File: src/rtl/stack.sv
// rtl/stack.sv - LIFO stack with registered, one-cycle-lagged top-of-stack output
//
// Ports:
//   clock       - single clock, all state updates on rising edge
//   reset       - asynchronous active-high reset (clears sp and out, not mem)
//   io_dataIn   - value written on an accepted push
//   io_en       - operation enable; when low nothing changes
//   io_push     - push request (wins over io_pop when both set)
//   io_pop      - pop request
//   io_dataOut  - registered copy of the top of stack as of the previous enabled edge

module stack #(
    parameter int DEPTH = 8,
    parameter int WIDTH = 32
) (
    input  logic             clock,
    input  logic             reset,
    input  logic [WIDTH-1:0] io_dataIn,
    input  logic             io_en,
    input  logic             io_push,
    input  logic             io_pop,
    output logic [WIDTH-1:0] io_dataOut
);

    localparam int AW  = $clog2(DEPTH);
    localparam int SPW = AW + 1;
    localparam logic [SPW-1:0] SP_FULL = SPW'(DEPTH);

    logic [SPW-1:0]   sp_q, sp_d;
    logic [WIDTH-1:0] out_q, out_d;
    logic [WIDTH-1:0] mem_q [DEPTH];

    logic             push_acc;
    logic             pop_acc;
    logic             wr_en;
    logic [AW-1:0]    wr_addr;
    logic [WIDTH-1:0] wr_data;
    logic [AW-1:0]    rd_addr;
    logic [WIDTH-1:0] rd_data;

    // Push has priority: a push request suppresses pop even when it is
    // itself rejected because the stack is full.
    assign push_acc = io_en & io_push & (sp_q != SP_FULL);
    assign pop_acc  = io_en & ~io_push & io_pop & (sp_q != '0);

    // Asynchronous read of the current top; the address is only meaningful
    // when sp_q > 0, which is the only case where rd_data is consumed.
    assign rd_addr = AW'(sp_q - SPW'(1));
    assign rd_data = mem_q[rd_addr];

    always_comb begin
        sp_d    = sp_q;
        out_d   = out_q;
        wr_en   = push_acc;
        wr_addr = sp_q[AW-1:0];
        wr_data = io_dataIn;

        if (push_acc) begin
            sp_d = sp_q + SPW'(1);
        end else if (pop_acc) begin
            sp_d = sp_q - SPW'(1);
        end

        // Output samples the pre-edge top, independent of this cycle's op.
        if (io_en && (sp_q != '0)) begin
            out_d = rd_data;
        end
    end

    always_ff @(posedge clock or posedge reset) begin
        if (reset) begin
            sp_q  <= '0;
            out_q <= '0;
        end else begin
            sp_q  <= sp_d;
            out_q <= out_d;
        end
    end

    // Storage is deliberately not reset; entries above sp are never read.
    always_ff @(posedge clock) begin
        if (wr_en) begin
            mem_q[wr_addr] <= wr_data;
        end
    end

    assign io_dataOut = out_q;

endmodule

File: config.mk
export PLATFORM = sky130hd
export DESIGN_NAME = stack
export DESIGN_NICKNAME = d
export VERILOG_FILES = /design/src/rtl/stack.sv
export SDC_FILE = /design/constraint.sdc
export NUM_CORES = 1
export LEC_CHECK = 0
export CAP_MARGIN = 5
export CELL_PAD_IN_SITES_DETAIL_PLACEMENT = 1
export CELL_PAD_IN_SITES_GLOBAL_PLACEMENT = 1
export CORE_ASPECT_RATIO = 2
export CORE_UTILIZATION = 45
export DETAILED_ROUTE_END_ITERATION = 16
export GPL_ROUTABILITY_DRIVEN = 0
export PLACE_DENSITY_LB_ADDON = 0.3
export SLEW_MARGIN = 40
export SYNTH_ARGS = -nofsm -noshare
export SYNTH_HDL_FRONTEND = slang
export SYNTH_SLANG_ARGS = --single-unit
File: constraint.sdc
create_clock -name clock -period 4.6 [get_ports clock]
set_input_delay 0.92 -clock clock [delete_from_list [all_inputs] [get_ports clock]]
set_output_delay 0.92 -clock clock [all_outputs]
set_load 0.02 [all_outputs]
Word level (Yosys, flattened, before mapping) --
Memory sizes are Yosys's and may differ from the RTL's. A register that Yosys moved wholly into a read port is not among the register bits. Index checks and enable logic that the tools add are counted.
Word-level totals: register bits after elaboration 4, bits in writable memories 256, word-level logic and storage cells 18, memories 1
Cells by class: add/subtract/negate cells 2, eq/ne operators 1, mux-type cells 4, bitwise operators 6, reductions and logical operators 3
Memories:
- mem_q | words 8, bits a word 32, read ports 1, clocked after Yosys merged registers in 1, wr ports 1, RTL line 31 | logic [WIDTH-1:0] mem_q [DEPTH];
Operators with widths (number):
- 4-bit 2-to-1 mux | 2
- 1-bit AND | 5
- 4-bit by 1-bit adder with 4-bit output, second input constant | 1
- 4-bit inequality test, second input constant | 1
- 4-bit nonzero test | 1
- 4-bit by 1-bit subtractor with 4-bit output, second input constant | 1
- 1-bit 2-to-1 mux | 2
- 2-bit nonzero test | 1
- 1-bit logical AND | 1
- 1-bit NOT | 1

Logic depth before layout (Yosys ltp) --
Gate-level depths: netlist (run 1).
depth in word-level cells 6, depth in mapped cells 10, gate-level depth less buffers 6

Least setup slack after synthesis (run 1) --
Ideal clock, no wire load.
path kind register to register, from reg sp_q[0], to mem mem_q[4][0] (enable), arrival time 3.756 ns, required time 4.139 ns, slack 0.383 ns, cell stages (with the launch flop) 10, clock period less this slack 4.217 ns, cells stage by stage dfrtp_1 > buf_2 > buf_6 > buf_4 > inv_1 > ha_1 > nand3b_1 > and3_1 > nand2_1 > nor3_1
On the way: word-level cells in the longest chain between the ends 4
RTL lines:
- start: declaration | RTL line 29 | logic [SPW-1:0] sp_q, sp_d;
- start signal: assignment | RTL line 75 | sp_q <= sp_d;
- 4-bit inequality test | RTL line 43 | assign push_acc = io_en & io_push & (sp_q != SP_FULL);
- 1-bit AND | RTL line 43
- 1-bit 2-to-1 mux | RTL line 82 | if (wr_en) begin
- 1-bit 2-to-1 mux (not written as such) | RTL line 83 | mem_q[wr_addr] <= wr_data;
- end: declaration | RTL line 31
Parallel ways exist; a longest one is shown, timed or not.

Final worst setup path (run 1) --
from reg sp_q[0], to reg out_q[6], in the netlist io_dataOut[6] (read register of mem_q)
On the way: word-level cells in the longest chain between the ends 2
RTL lines:
- parallel branches: the longest is 2 deep, another holds 4-bit by 1-bit subtractor with 4-bit output
- end: declaration | RTL line 30 | logic [WIDTH-1:0] out_q, out_d;
Several ways; the timed one is not identified. A chain may end at the register's enable or synchronous reset.

==> results of run 1 <==
[cells by family after synthesis]
family / Yosys count / synth area share [%]
flops: 292 / 76.4
xor+xnor: 5 / 0.390
simple gates: 53 / 2.02
buf+inv: 39 / 1.96
mux: 128 / 12.8
fa+ha+maj: 2 / 0.223
compound gates: 102 / 6.15
[worst max-delay path, delay by kind of cell, from the launching register on]
| kind | cells | cell delay [ns] |
|---|---|---|
| compound gates | 2 | 0.43 |
| fa+ha+maj | 1 | 0.36 |
| flops | 1 | 0.48 |
| buf+inv | 2 | 0.67 |
| simple gates | 1 | 0.50 |
| xor+xnor | 1 | 0.24 |
[cells in the mapped netlist (4+ instances only)]
cell,instances
buf_4,8
mux2_2,128
nand2_1,36
nand2b_1,4
edfxtp_1,256
dfrtp_1,36
nor3_1,6
o31ai_1,32
xnor2_1,4
buf_2,23
o22ai_1,64
inv_1,5
[where the power goes]
group	switching, mW	internal, mW	total, mW
Sequential	0.158	3.24	3.39
Combinational	1.70	1.19	2.89
Clock	0.918	1.18	2.10
[state kept, by name, indices dropped and copies added, names as in the netlist]
| register | count |
|---|---|
| mem_q | 256 |
| io_dataOut | 32 |
| sp_q | 4 |
[stage by stage]
| step | cell area [sq um] | instances | setup WS (ns) | hold WS (ns) |
|---|---|---|---|---|
| after floorplan | 11200 | 621 | 0.383 | 0.508 |
| after global placement | 12400 | 1006 | 1.51 | 0.464 |
| after detailed placement | 12400 | 1007 | 1.46 | 0.466 |
| after CTS | 13200 | 1051 | 1.75 | 0.481 |
| after global routing | 13200 | 1051 | 1.62 | 0.508 |
| final | 13200 | 1051 | 1.77 | 0.475 |
[layout make-up]
class / instances / area [sq um]
fillers: 2269 / 11300
repair buffers: 88 / 871
clock buffers: 34 / 699
flip-flops and latches: 292 / 8590
inverters: 5 / 18.8
clock inverters: 10 / 104
multi-input cells: 290 / 2480
well taps: 332 / 415
[per-layer routing]
metal  part of all wire [%]  global-route usage (%)  vias up
met5                      0                       0        -
met4                    1.4                    4.84        0
met3                    2.6                    2.45       30
met2                     57                    39.6       91
met1                     39                    23.7     3040
li1                       -                       -     2624
[path summary, 6_finish.rpt]
| path | end | slack (ns) | cells past startpoint |
|---|---|---|---|
| min in group asynchronous | io_dataOut[22] | 0.72 | 2 |
| max | io_dataOut[6] | 1.77 | 7 |
| max in group asynchronous | io_dataOut[11] | 3.13 | 3 |
| min | io_dataOut[14] | 0.48 | 2 |
| max reg2reg | io_dataOut[6] | 1.77 | 7 |
| min reg2reg | io_dataOut[14] | 0.48 | 2 |
==> impl_metrics.py, run 1 <==
metrics = {
    "sta": {
        "hold_viol": 0,
        "rsz0062_at_grt": "false",
        "slew_headroom_pct": 45.5,
        "setup_viol": 0,
        "timing.final.crit_share_pct": 61.6,
        "worstMarginPinSlew_ns": 0.815,
        "fmax_mhz": 353,
        "post-route-min-period_ns": 2.83,
        "skew_ns": 0.0237,
        "slew_viol_final": 0,
        "fin_setup_tns_ns": 0,
    },
    "power": {
        "p_per_area_mw_per_mm2": 636,
        "p_leak_nw": 4.35,
        "peakVddDrop_mv": 0.378,
        "total_power_mw": 8.38,
    },
    "detailed_routing": {
        "drc_errors": 0,
        "drt_first_iter_violations": 291,
        "drtAntennaViolNets": 0,
        "wl_um": 25400,
        "firstDrtPassIters": 4,
        "routedWlPerCell_um": 24.1,
        "vias": 5785,
        "viasPerCell": 5.50,
    },
    "cts": {
        "cts_tree": "built",
        "htree_levels": 1,
        "clockBufferDepth": 3,
        "ctsHoldBuffers": 0,
        "clk_latency_ns": 0.54,
        "cts_resized": 0,
        "cts-root-buf": "clkbuf_16",
        "cts_setup_buffers": 0,
        "clkTransAtPathRegs_ns": 0.06,
        "cts.sinks": 292,
        "cts_inserted_buffers": 25,
    },
    "worst_setup_path": {
        "startpoint": "sp_q[0]",
        "cp.arrival_ns": 3.22,
        "worstSetupPathType": "register to register",
        "critical-path-max-stage-delay_ns": 0.50,
        "r2r_start": "sp_q[0]",
        "required_ns": 4.98,
        "crit_chain": "inv_1 > ha_1 > xor2_1 > nand2_1 > buf_4 > o22ai_1 > o31ai_1",
        "critical_path_peak_fanout": 17,
        "critical_path.endpoint_type": "register",
        "slowest_stage": "nand2_1",
        "cp-start-kind": "register",
    },
    "cells_and_area": {
        "nets": 741,
        "n_antenna_cell": 0,
        "drive_gt1_share_pct": 27.4,
        "layout_common_cells": "256 x edfxtp_1, 128 x mux2_2, 68 x clkdlybuf4s50_1",
        "fin_util_pct": 53.8,
        "area_delta_synth_final_pct": 17.3,
        "final_common_cell": "edfxtp_1",
    },
    "synthesis": {
        "ys_types": 27,
        "synthArstFlopShare_pct": 12.3,
        "synth_top_cell_area_share_pct": 68.4,
        "synth.area.top_cells": "edfxtp_1 68%, mux2_2 13%, dfrtp_1 8.0%, o22ai_1 3.6%, o31ai_1 2.1%",
        "syn-num-nets": 660,
        "yosysWarnings": 0,
        "synth_edf_count": 256,
        "synthCells": 621,
        "yosys_register_bits": 292,
        "synth_area_sq_mm": 0.0112,
        "ys.flop_type": "edfxtp_1",
        "synth-seq-area-share_pct": 76.4,
        "synth_area_leader_cell": "edfxtp_1",
        "syn_area_per_cell_sq_um": 18.1,
    },
    "floorplan": {
        "core_area_sq_mm": 0.0245,
        "io_pins": 69,
        "die_w_um": 114,
        "die_area_sq_mm": 0.0256,
        "start_util_pct": 45.8,
        "rows": 81,
        "die_h_um": 225,
    },
    "place": {
        "place.detailed.hpwl_um": 15300,
        "portBuffers": 68,
    },
    "grt": {
        "grt_usage_pct": 20.5,
        "grt_max_degree": 73,
        "antenna_found_initial": 0,
        "grt_pass1_wl_um": 38700,
        "overflow": 0,
        "first_global_vias": 6481,
    },
    "hold_path": {
        "worstHoldPathType": "register to register",
        "hp-start": "io_dataOut[14]",
    },
    "run": {
        "drv_cap": 0,
    },
    "status": {
        "status": "finished clean",
    },
}
Power figures use the tool's default switching activity.
==> run 2: changes to the inputs <==
clock period = 2.65 ns   (was 4.6 ns; I/O delays follow)
==> impl_metrics.py, run 2 (synthesis gave the netlist of run 1 again) <==
metrics = {
    "cts": {
        "cts_resized": 0,
        "cts.sinks": 292,
        "cts_setup_buffers": 0,
        "htree_levels": 1,
        "cts_tree": "built",
        "ctsHoldBuffers": 0,
        "cts-root-buf": "clkbuf_16",
        "clk_latency_ns": 0.52,
        "cts_inserted_buffers": 25,
        "clockBufferDepth": 3,
        "clkTransAtPathRegs_ns": 0.07,
    },
    "cells_and_area": {
        "layout_common_cells": "256 x edfxtp_1, 128 x mux2_2, 68 x clkdlybuf4s50_1",
        "largest_register": "mem_q",
        "fin_util_pct": 54.6,
        "multi_input_comb_area_sq_mm": 0.00255,
        "area_delta_synth_final_pct": 19.2,
        "seqCellArea_sq_mm": 0.00859,
        "drive_gt1_share_pct": 28.6,
        "largest_reg_flops": 256,
        "finalNonFillerCells": 1062,
        "final_common_cell": "edfxtp_1",
        "fin_area_sq_mm": 0.0134,
        "nets": 751,
        "n_antenna_cell": 0,
        "fillers": 2278,
    },
    "sta": {
        "setup_viol": 0,
        "slew_headroom_pct": 47.1,
        "rsz0062_at_grt": "false",
        "setup_ws_ns": 0.453,
        "holdWs_ns": 0.390,
        "timing.final.crit_share_pct": 82.9,
        "hold_viol": 0,
        "slew_viol_final": 0,
        "fmax_mhz": 455,
        "post-route-min-period_ns": 2.20,
        "worstMarginPinSlew_ns": 0.794,
        "skew_ns": 0.0106,
    },
    "worst_setup_path": {
        "critical_path_peak_fanout": 19,
        "crit_chain": "inv_1 > ha_4 > nand3b_1 > and3_4 > nand2_8 > nor3_4 > buf_4",
        "worstSetupPathType": "register to register",
        "r2r_cells": 7,
        "cp-start-kind": "register",
        "cp.arrival_ns": 2.39,
        "required_ns": 2.84,
        "critical_path.endpoint_type": "register",
        "slowest_stage": "dfrtp_1",
        "critical-path-max-stage-delay_ns": 0.50,
    },
    "grt": {
        "overflow": 0,
        "grt_pass1_wl_um": 39100,
        "antenna_found_initial": 0,
        "grt_usage_pct": 20.7,
        "grt_max_degree": 135,
        "first_global_vias": 6605,
    },
    "hold_path": {
        "worstHoldPathType": "primary input to async pin",
    },
    "floorplan": {
        "die_h_um": 225,
        "io_pins": 69,
        "start_util_pct": 45.8,
        "die_area_sq_mm": 0.0256,
        "core_area_sq_mm": 0.0245,
        "rows": 81,
        "die_w_um": 114,
    },
    "place": {
        "place.detailed.hpwl_um": 15200,
        "portBuffers": 68,
        "placedCellCount": 1016,
        "placed_area_sq_mm": 0.0126,
        "dp_slack_ns": 0.313,
    },
    "power": {
        "p_per_area_mw_per_mm2": 1100,
        "p_leak_nw": 4.42,
        "p_comb_share_pct": 35.6,
        "peakVddDrop_mv": 0.826,
        "p_seq_share_pct": 40.1,
        "p_int_mw": 9.83,
        "switching_share_pct": 33.0,
        "clkPwrFrac_pct": 24.3,
        "power.switching_mw": 4.85,
    },
    "status": {
        "status": "finished clean",
    },
    "run": {
        "drv_cap": 0,
    },
    "detailed_routing": {
        "drc_errors": 0,
        "routedWlPerCell_um": 23.7,
        "firstDrtPassIters": 4,
        "drt_first_iter_violations": 249,
        "drtAntennaViolNets": 0,
        "wl_um": 25200,
        "vias": 5863,
        "viasPerCell": 5.52,
    },
}
==> run 2: changes by cell type in the layout (fill, tap and decap cells not counted), moves of 2 or more <==
cell,change
buf_12,+6
buf_4,+6
nor3_2,-6
nor3_4,+6
clkbuf_1,+4
buf_6,-2
clkbuf_8,+2
clkinv_1,-2
clkinvlp_4,+2
nand2_1,-2
nand2b_1,+2
nand2b_2,-2
==> run 2: through the flow <==
stage	TNS (ns)	total power [mW]
final	0	14.7
after global routing	0	15.3
after CTS	0	14.9
after detailed placement	0	11.3
after global placement	0	11.1
after floorplan	-31.93	9.42
==> run 2: layout make-up <==
| class | instances | share of cell area, % |
|---|---|---|
| flip-flops and latches | 292 | 64.1 |
| multi-input cells | 290 | 19.1 |
| repair buffers | 98 | 7.57 |
| clock buffers | 40 | 5.54 |
| well taps | 332 | 3.10 |
| clock inverters | 5 | 0.411 |
| inverters | 5 | 0.177 |
==> run 2: path summary, 6_finish.rpt <==
check                               start  slack (ns)              to
max reg2reg                       sp_q[1]        0.45     mem_q[1][4]
max                               sp_q[1]        0.45     mem_q[1][4]
min in group clock         io_dataOut[28]        0.48  io_dataOut[28]
min reg2reg                io_dataOut[28]        0.48  io_dataOut[28]
max in group asynchronous           reset        1.70  io_dataOut[18]
min                                 reset        0.39  io_dataOut[22]
==> run 2: layer usage <==
| metal | up-vias | track usage [%] | part of all wire [%] | wire length [um] |
|---|---|---|---|---|
| met4 | 0 | 7.98 | 2.9 | 726 |
| met1 | 3059 | 24.1 | 39 | 9770 |
| met3 | 48 | 2.42 | 3.0 | 759 |
| li1 | 2642 | - | - | - |
| met2 | 114 | 38.4 | 55 | 13900 |
| met5 | - | 0 | 0 | 0 |
==> run 2: power by group through the flow <==
stage                     registers, mW  logic (mW)  clock network (mW)
final                              5.88        5.23                3.57
after global routing               5.93        5.62                3.79
after CTS                          5.89        5.30                3.67
after detailed placement           5.98        5.27                   0
after global placement             5.94        5.15                   0
after floorplan                    6.20        3.22                   0
==> run 2: worst max-delay path, delay by kind of cell (launching register included) <==
| family | cells | cell delay [ns] |
|---|---|---|
| adders and majority gates | 1 | 0.21 |
| and+or+nand+nor | 4 | 0.66 |
| buffers and inverters | 2 | 0.48 |
| DFF | 1 | 0.50 |
==> run 3: changes to the inputs <==
clock period = 1.9 ns   (was 2.65 ns; I/O delays follow)
==> impl_metrics.py, run 3 (synthesis gave the netlist of run 1 again) <==
metrics = {
    "status": {
        "status": "complete, but fails checks",
        "violations": "negative setup slack",
    },
    "power": {
        "p_leak_nw": 5.07,
        "peakVddDrop_mv": 0.943,
        "total_power_mw": 23.1,
        "p_per_area_mw_per_mm2": 1590,
    },
    "worst_setup_path": {
        "r2r_slack_ns": -0.1,
        "crit_cells": 8,
        "cp_num_buf_inv": 3,
        "worstSetupPathType": "register to register",
        "startpoint": "sp_q[0]",
        "critical_path_peak_fanout": 13,
        "rr_endpoint": "mem_q[1][24]",
        "r2r_cells": 8,
        "critical-path-max-stage-delay_ns": 0.42,
        "cp-start-kind": "register",
        "required_ns": 2.15,
        "critPathTopFamily": "simple AND/OR/NAND/NOR gates",
        "critical_path.endpoint_type": "register",
        "endpoint": "mem_q[1][24]",
        "slowest_stage": "dfrtp_4",
        "cp.arrival_ns": 2.24,
        "crit_chain": "clkinvlp_4 > ha_4 > nand3b_1 > and3_4 > nand2_8 > nor3_4 > buf_6 > buf_12",
        "r2r_start": "sp_q[0]",
    },
    "sta": {
        "worstMarginPinSlew_ns": 0.451,
        "skew_ns": 0.0180,
        "setup_viol": 202,
        "fmax_mhz": 501,
        "rsz0062_at_grt": "true",
        "fin_setup_tns_ns": -9.85,
        "hold_viol": 0,
        "timing.final.crit_share_pct": 105,
        "slew_headroom_pct": 69.9,
        "setup_ws_ns": -0.0957,
        "slew_viol_final": 0,
        "post-route-min-period_ns": 2.00,
    },
    "detailed_routing": {
        "wl_um": 29800,
        "firstDrtPassIters": 4,
        "drc_errors": 0,
        "vias": 6174,
        "drtAntennaViolNets": 0,
        "routedWlPerCell_um": 26.8,
        "drt_first_iter_violations": 361,
        "viasPerCell": 5.56,
    },
    "floorplan": {
        "die_w_um": 114,
        "core_area_sq_mm": 0.0245,
        "die_area_sq_mm": 0.0256,
        "io_pins": 69,
        "start_util_pct": 45.8,
        "rows": 81,
        "die_h_um": 225,
    },
    "cells_and_area": {
        "largest_register": "mem_q",
        "final_common_cell": "edfxtp_1",
        "layout_common_cells": "256 x edfxtp_1, 128 x mux2_2, 51 x o22ai_1",
        "seqCellArea_sq_mm": 0.00859,
        "fin_util_pct": 59.3,
        "multi_input_comb_area_sq_mm": 0.00273,
        "n_antenna_cell": 0,
        "finalNonFillerCells": 1110,
        "nets": 797,
        "largest_reg_flops": 256,
        "area_delta_synth_final_pct": 29.3,
        "drive_gt1_share_pct": 36.2,
        "fillers": 2213,
    },
    "cts": {
        "clkTransAtPathRegs_ns": 0.07,
        "cts_inserted_buffers": 26,
        "cts.sinks": 292,
        "cts-root-buf": "clkbuf_16",
        "htree_levels": 1,
        "clk_latency_ns": 0.55,
        "clockBufferDepth": 3,
        "cts_tree": "built",
    },
    "place": {
        "placedCellCount": 1031,
        "portBuffers": 68,
        "place.detailed.hpwl_um": 16900,
    },
    "grt": {
        "overflow": 0,
        "grt_pass1_wl_um": 41200,
        "grt_usage_pct": 22.1,
        "first_global_vias": 6861,
        "antenna_found_initial": 0,
        "grt_max_degree": 50,
    },
    "run": {
        "drv_cap": 0,
    },
    "hold_path": {
        "worstHoldPathType": "primary input to async pin",
    },
}
-- run 3: layout make-up --
class / instances / share of cell area [%]
Multi-Input combinational cell: 290 / 18.8
Clock buffer: 30 / 4.65
Sequential cell: 292 / 59.1
Timing Repair Buffer: 143 / 13.2
Tap cell: 332 / 2.86
Inverter: 5 / 0.155
Clock inverter: 18 / 1.27
-- run 3: stage by stage --
step | instance area (sq um) | hold WS [ns] | worst slack, ns
6_report | 14500 | 0.166 | -0.0957
5_1_grt | 14500 | 0.215 | -0.165
4_1_cts | 14000 | 0.167 | -0.0726
3_5_place_dp | 12900 | 0.465 | -0.215
3_3_place_gp | 12900 | 0.463 | -0.191
2_1_floorplan | 11400 | 0.479 | -0.923
-- run 3: repair_timing --
action / in CTS / in global routing
hold buffers: 0 / 0
pin swaps: 6 / 12
gates cloned: 5 / 15
endpoints found under the setup margin: 238 / 235
buffers inserted: 8 / 7
gates resized for setup: 63 / 42
-- run 3: report_power, final --
part / total (mW) / switching, mW / internal [mW]
Combinational: 9.64 / 5.21 / 4.43
Sequential: 8.15 / 0.318 / 7.83
Clock: 5.30 / 2.33 / 2.98
-- run 3: worst min path at each step --
stage | start | to | slack, ns | cells past startpoint
after floorplan | io_dataIn[0] | mem_q[0][0] | 0.48 | 0
after global placement | io_dataOut[11] | io_dataOut[11] | 0.46 | 2
after detailed placement | io_dataOut[15] | io_dataOut[15] | 0.46 | 2
after CTS | reset | io_dataOut[25] | 0.17 | 2
after global routing | reset | io_dataOut[25] | 0.21 | 2
final | reset | io_dataOut[25] | 0.17 | 2
-- run 3: per-layer routing --
metal	global-route usage [%]	share of wire, %	vias to the layer above
li1	-	-	2740
met1	23.3	35	3249
met2	43.2	60	148
met3	2.50	3.3	37
met4	8.87	2.3	0
met5	0	0	-
